===== src/rtl/fetch_pkg.sv =====
// Shared types and constants for the instruction-fetch front end.
package fetch_pkg;

  // Fetch FSM states. IDLE only exists for the first cycle after reset.
  typedef enum logic [1:0] {
    IDLE  = 2'd0,
    FETCH = 2'd1,
    HOLD  = 2'd2,
    DROP  = 2'd3
  } fetch_state_t;

  // Every instruction is one 32-bit word; the PC advances by this many bytes.
  localparam int WORD_BYTES = 4;

  // PC loaded on reset unless the instantiation overrides it.
  localparam logic [31:0] DEFAULT_RESET_PC = 32'h0000_0000;

endpackage


===== src/rtl/fetch_skid_buffer.sv =====
// One-entry {inst, pc} holding register used when ID stalls while a
// fetch completes. clear wins over load so a flush cannot be undone.
module fetch_skid_buffer
  import fetch_pkg::*;
#(
  parameter int ADDR_W = 32,
  parameter int INST_W = 32
) (
  input  logic              clk,
  input  logic              srst,
  input  logic              load,
  input  logic              clear,
  input  logic [INST_W-1:0] load_inst,
  input  logic [ADDR_W-1:0] load_pc,
  output logic              valid,
  output logic [INST_W-1:0] inst,
  output logic [ADDR_W-1:0] pc
);

  logic              valid_reg;
  logic [INST_W-1:0] inst_reg;
  logic [ADDR_W-1:0] pc_reg;

  // Capture a parked instruction, or drop it on flush / hand-off.
  always_ff @(posedge clk) begin
    if (srst) begin
      valid_reg <= 1'b0;
      inst_reg  <= '0;
      pc_reg    <= '0;
    end else if (clear) begin
      valid_reg <= 1'b0;
    end else if (load) begin
      valid_reg <= 1'b1;
      inst_reg  <= load_inst;
      pc_reg    <= load_pc;
    end
  end

  assign valid = valid_reg;
  assign inst  = inst_reg;
  assign pc    = pc_reg;

endmodule


===== src/rtl/fetch_stage.sv =====
// Instruction-fetch front end: owns the PC, issues one word fetch at a time
// over a req/ready handshake, parks one instruction while ID stalls and
// squashes wrong-path fetches on an EX-stage branch redirect.
module fetch_stage
  import fetch_pkg::*;
#(
  parameter int                ADDR_W   = 32,
  parameter int                INST_W   = 32,
  parameter logic [ADDR_W-1:0] RESET_PC = ADDR_W'(DEFAULT_RESET_PC)
) (
  input  logic              CLK,
  input  logic              CLR,
  output logic              imem_req,
  output logic [ADDR_W-1:0] imem_addr,
  input  logic              imem_ready,
  input  logic [INST_W-1:0] imem_rdata,
  input  logic              stall,
  input  logic              redirect,
  input  logic [ADDR_W-1:0] redirect_pc,
  output logic              if_valid,
  output logic [INST_W-1:0] if_inst,
  output logic [ADDR_W-1:0] if_pc,
  output logic [ADDR_W-1:0] if_pc4
);

  localparam logic [ADDR_W-1:0] STEP       = ADDR_W'(WORD_BYTES);
  localparam logic [ADDR_W-1:0] ALIGN_MASK = ~(ADDR_W'(WORD_BYTES - 1));

  fetch_state_t      state_reg;
  logic              req_reg;
  logic [ADDR_W-1:0] pc_reg;
  // Address of a request that is being drained after a redirect; pc_reg
  // already points at the branch target by then.
  logic [ADDR_W-1:0] drop_addr_reg;

  logic              if_valid_reg;
  logic [INST_W-1:0] if_inst_reg;
  logic [ADDR_W-1:0] if_pc_reg;
  logic [ADDR_W-1:0] if_pc4_reg;

  logic              slot_free;
  logic [ADDR_W-1:0] pc_next;
  logic [ADDR_W-1:0] redirect_target;

  logic              skid_load;
  logic              skid_clear;
  logic              skid_valid;
  logic [INST_W-1:0] skid_inst;
  logic [ADDR_W-1:0] skid_pc;

  // ID can accept a new instruction when nothing is presented or it is not stalled.
  assign slot_free       = !if_valid_reg || !stall;
  // Wraps modulo 2^ADDR_W by construction.
  assign pc_next         = pc_reg + STEP;
  assign redirect_target = redirect_pc & ALIGN_MASK;

  // Park the returning word when the output slot is occupied and held.
  assign skid_load  = (state_reg == FETCH) && imem_ready && !redirect && !slot_free;
  // Flush on redirect, or release once the parked word moves to the outputs.
  assign skid_clear = redirect || ((state_reg == HOLD) && slot_free);

  fetch_skid_buffer #(
    .ADDR_W(ADDR_W),
    .INST_W(INST_W)
  ) u_skid (
    .clk       (CLK),
    .srst      (CLR),
    .load      (skid_load),
    .clear     (skid_clear),
    .load_inst (imem_rdata),
    .load_pc   (pc_reg),
    .valid     (skid_valid),
    .inst      (skid_inst),
    .pc        (skid_pc)
  );

  // Fetch FSM with registered request, PC update and the IF/ID output slot.
  always_ff @(posedge CLK) begin
    if (CLR) begin
      state_reg     <= IDLE;
      req_reg       <= 1'b0;
      pc_reg        <= RESET_PC;
      drop_addr_reg <= '0;
      if_valid_reg  <= 1'b0;
      if_inst_reg   <= '0;
      if_pc_reg     <= '0;
      if_pc4_reg    <= '0;
    end else if (redirect) begin
      // Redirect beats stall and returning data: everything in flight is wrong-path.
      if_valid_reg <= 1'b0;
      pc_reg       <= redirect_target;
      req_reg      <= 1'b1;
      if (((state_reg == FETCH) || (state_reg == DROP)) && !imem_ready) begin
        // A request is still open; keep its address until memory answers.
        state_reg <= DROP;
      end else begin
        state_reg <= FETCH;
      end
      if (state_reg == FETCH) begin
        drop_addr_reg <= pc_reg;
      end
    end else begin
      // ID consumes the presented instruction unless something refills the slot below.
      if (slot_free) begin
        if_valid_reg <= 1'b0;
      end
      case (state_reg)
        IDLE: begin
          state_reg <= FETCH;
          req_reg   <= 1'b1;
        end
        FETCH: begin
          if (imem_ready) begin
            pc_reg <= pc_next;
            if (slot_free) begin
              if_valid_reg <= 1'b1;
              if_inst_reg  <= imem_rdata;
              if_pc_reg    <= pc_reg;
              if_pc4_reg   <= pc_next;
            end else begin
              state_reg <= HOLD;
              req_reg   <= 1'b0;
            end
          end
        end
        HOLD: begin
          if (slot_free) begin
            if_valid_reg <= skid_valid;
            if_inst_reg  <= skid_inst;
            if_pc_reg    <= skid_pc;
            if_pc4_reg   <= skid_pc + STEP;
            state_reg    <= FETCH;
            req_reg      <= 1'b1;
          end
        end
        DROP: begin
          if (imem_ready) begin
            state_reg <= FETCH;
          end
        end
        default: begin
          state_reg <= IDLE;
          req_reg   <= 1'b0;
        end
      endcase
    end
  end

  assign imem_req  = req_reg;
  assign imem_addr = (state_reg == DROP) ? drop_addr_reg : pc_reg;
  assign if_valid  = if_valid_reg;
  assign if_inst   = if_inst_reg;
  assign if_pc     = if_pc_reg;
  assign if_pc4    = if_pc4_reg;

endmodule


===== config.mk =====
export PLATFORM = sky130hd
export DESIGN_NAME = fetch_stage
export DESIGN_NICKNAME = d
export VERILOG_FILES = /design/src/rtl/fetch_pkg.sv /design/src/rtl/fetch_skid_buffer.sv /design/src/rtl/fetch_stage.sv
export SDC_FILE = /design/constraint.sdc
export NUM_CORES = 1
export LEC_CHECK = 0
export CAP_MARGIN = 20
export CORE_MARGIN = 2
export CORE_UTILIZATION = 57
export DETAILED_ROUTE_END_ITERATION = 6
export PLACE_DENSITY = 0.86
export SLEW_MARGIN = 15
export SYNTH_ARGS = -nofsm -noshare
export SYNTH_HDL_FRONTEND = slang
export SYNTH_SLANG_ARGS = --single-unit
export TNS_END_PERCENT = 20

===== constraint.sdc =====
create_clock -name CLK -period 4.7 [get_ports CLK]
set_input_delay 1.41 -clock CLK [delete_from_list [all_inputs] [get_ports CLK]]
set_output_delay 1.41 -clock CLK [all_outputs]
set_load 0.05 [all_outputs]

==> flow_summary.toml <==
[place]
finalWeightedCongestion = 0.944
dp_hpwl_mm = 19.8
port-buffer-count = 190

[detailed_routing]
vias = 10200
routed_wire_length_per_instance_um = 17.8
ant_nets = 0
drt_pre_antenna_iters = 5
drcViolationCount = 0
number_of_drc_violations_after_detailed_routing_iteration_0 = 845
viasPerCell = 6.05
wl_mm = 29.9

[setup_path]
r2r_setup_slack_ns = 1.53
crit_path_max_fanout = 23
path_class = "reg -> out"
category_of_the_worst_setup_path_launch_point = "flop"
path_depth = 4
r2r.worst_path.cells = 6
timing.critical_path.slowest_stage_cell = "sky130_fd_sc_hd__clkdlybuf4s50_1"
worst_path_dominant_cell_family = "buffers and inverters"
regToRegStartpoint = "pc_reg[3]$_SDFFE_PP0P_"
startpoint = "state_reg[1]$_SDFFE_PP0P_"
max_stage_delay_ns = 0.71
crit_path_cell_trace = "ha_1 -> buf_12 -> mux2_2 -> clkdlybuf4s50_1"
timing.rr.end = "if_pc4[26]$_SDFFE_PP0P_"
critical_path_buf_inv_count = 2
worst-endpoint-required_ns = 3.29
crit_path_end = "imem_addr[31]"
endpoint_kind = "primary output"
cp.arrival_ns = 2.76

[cells_and_area]
nNetsFinal = 1504
fillers = 1422
multi_input_area_um2 = 5790
mostFrequentLayoutCell = "sky130_fd_sc_hd__nand2_1"
layout.cells.most_common_list = "sky130_fd_sc_hd__nand2_1, sky130_fd_sc_hd__dfxtp_1, sky130_fd_sc_hd__clkdlybuf4s50_1, sky130_fd_sc_hd__a21oi_1, sky130_fd_sc_hd__nor2_1"
fin_util_pct = 72.0
regArea_um2 = 4380
drive_gt1_share_pct = 6.50
synthToLayoutAreaGrowth_pct = 24.5
antenna_cells_inserted = 0

[logic_synthesis]
post_synth_instance_area_um2 = 10700
synth.yosys.warnings = 0
yosysSeqAreaShare_pct = 40.8
synth_edf_count = 0
synth-main-ff-cell = "sky130_fd_sc_hd__dfxtp_1"
async_flop_share_pct = 0
unique_cell_type_count_in_the_yosys_netlist = 54
postSynthCellCount = 1339
syn_area_per_cell_um2 = 8.03
synth.ff_latch_count = 219

[global_routing]
grt_first_pass_wirelength_mm = 47.7
groute.usage.overall_pct = 29.1
first_global_vias = 9369
antenna_violations_before_repair = 0
grt_start_max_net_pins = 113
grt_overflow = 0

[hold_path]
worstHoldPathType = "reg -> reg"
min_path_cells = 2

[timing]
final-setup-viol-count = 0
worst_pin_slew_ns = 1.04
clock_skew_ns = 0.0128
setup-tns-final_ns = 0
final_hold_viol_count = 0
max_slew_violations = 0
max_slew_margin_pct = 30.7
grt_setup_unrepaired = "false"
period_share_pct = 88.7
fin_crit_ns = 4.17
maximum_clock_frequency_ghz = 0.240

[die]
design.portCount = 199
dieArea_um2 = 20000
row_count = 50
placeableCoreArea_um2 = 18600
start_util_pct = 57.9
die_height_um = 141
chipWidth_um = 141

[cts]
post_cts_buffers = 0
clock_sinks = 219
clk_latency_ns = 0.52
cts_max_level = 1
tritoncts = "done"
cts.root.buffer_cell = "sky130_fd_sc_hd__clkbuf_16"
clock_path_buffers = 3
cts_hold_buffers = 0
post_cts_resize_count = 0
cts_buffers = 24
cts.clk_slew.worst_paths_ns = 0.06

[flow_run]
timing.max_cap.violations = 0

[run_status]
outcome = "completed"

[power]
vdd_ir_drop_max_uv = 317
static-leakage-power_uw = 0.00438
power.density_nw_per_um2 = 378
total_power_uw = 5060
[kinds of logic after synthesis]
logic type	after synthesis	synth area share, %
simple gates	521	21.7
compound gates	283	17.0
flops	219	40.8
buf+inv	158	5.94
mux	99	9.57
xor+xnor	52	4.24
fa+ha+maj	6	0.698
other cells	1	0.0349
[worst reg2reg max path, cell delays in order (launching register included)]
cell and delay [ns]:
sky130_fd_sc_hd__dfxtp_1 0.52, sky130_fd_sc_hd__ha_1 0.28, sky130_fd_sc_hd__nand3_1 0.47, sky130_fd_sc_hd__or4_1 0.97
sky130_fd_sc_hd__o31a_1 0.39, sky130_fd_sc_hd__o21ai_0 0.27, sky130_fd_sc_hd__a31oi_1 0.13
[cells in the mapped netlist, drive strengths merged, types with 4 or more instances]
| cell | instances | area share (%) |
|---|---|---|
| inv | 10 | 0.35 |
| and3 | 6 | 0.35 |
| nand4 | 26 | 1.7 |
| o32ai | 7 | 0.57 |
| a211oi | 82 | 5.7 |
| or4 | 5 | 0.35 |
| ha | 6 | 0.70 |
| buf | 35 | 1.6 |
| o31a | 12 | 0.98 |
| or3 | 5 | 0.29 |
| dfxtp | 219 | 41 |
| nand3 | 37 | 1.7 |
| mux2 | 30 | 3.1 |
| clkbuf | 113 | 3.9 |
| nor2 | 110 | 3.8 |
| xor2 | 26 | 2.1 |
| xnor2 | 26 | 2.1 |
| o211ai | 8 | 0.56 |
| nor4 | 26 | 1.6 |
| nand2 | 245 | 8.6 |
| a21oi | 116 | 5.4 |
| nor3 | 38 | 1.8 |
| mux2i | 69 | 6.4 |
| o21ai | 16 | 0.74 |
| a21boi | 4 | 0.28 |
| o21a | 6 | 0.42 |
| and4 | 8 | 0.65 |
| a31oi | 8 | 0.47 |
[metal layers]
layer  up-vias  part of all wire (%)  track usage (%)
met4         0                   3.5             10.8
met2       439                    45             45.2
li1       4864                     -                -
met3        64                   9.6             8.30
met5         -                     0                0
met1      4800                    42             38.7
[how the worst min path moves through the flow]
stage / end / slack, ns / from
5_1_grt: drop_addr_reg[22]$_SDFFE_PP0P_ / 0.47 / drop_addr_reg[22]$_SDFFE_PP0P_
6_report: u_skid.inst[3]$_SDFFE_PP0P_ / 0.45 / u_skid.inst[3]$_SDFFE_PP0P_
3_5_place_dp: u_skid.inst[3]$_SDFFE_PP0P_ / 0.45 / u_skid.inst[3]$_SDFFE_PP0P_
2_1_floorplan: drop_addr_reg[10]$_SDFFE_PP0P_ / 0.43 / drop_addr_reg[10]$_SDFFE_PP0P_
4_1_cts: drop_addr_reg[22]$_SDFFE_PP0P_ / 0.45 / drop_addr_reg[22]$_SDFFE_PP0P_
3_3_place_gp: drop_addr_reg[20]$_SDFFE_PP0P_ / 0.44 / drop_addr_reg[20]$_SDFFE_PP0P_
[power breakdown]
part	internal (µW)	switching, µW	leakage, µW
logic	375	679	0.00219
clock network	1190	741	0.000400
registers	1960	106	0.00179
[per-stage QoR]
step	setup WS, ns	hold slack, ns	cells	cell area (µm²)
2_1_floorplan	1.65	0.433	1344	10800
3_3_place_gp	1.04	0.438	1636	12600
4_1_cts	0.519	0.454	1679	13400
3_5_place_dp	0.989	0.446	1636	12600
6_report	0.529	0.453	1680	13400
5_1_grt	0.450	0.465	1680	13400
[area by class of cell]
class	count	area share [%]
timing repair buffer	207	15.3
tap	234	2.19
clock inverter	3	0.486
inverter	10	0.281
clock buffer	40	5.62
multi-input combinational	967	43.3
sequential	219	32.8
(Power assumes the default switching activity.)
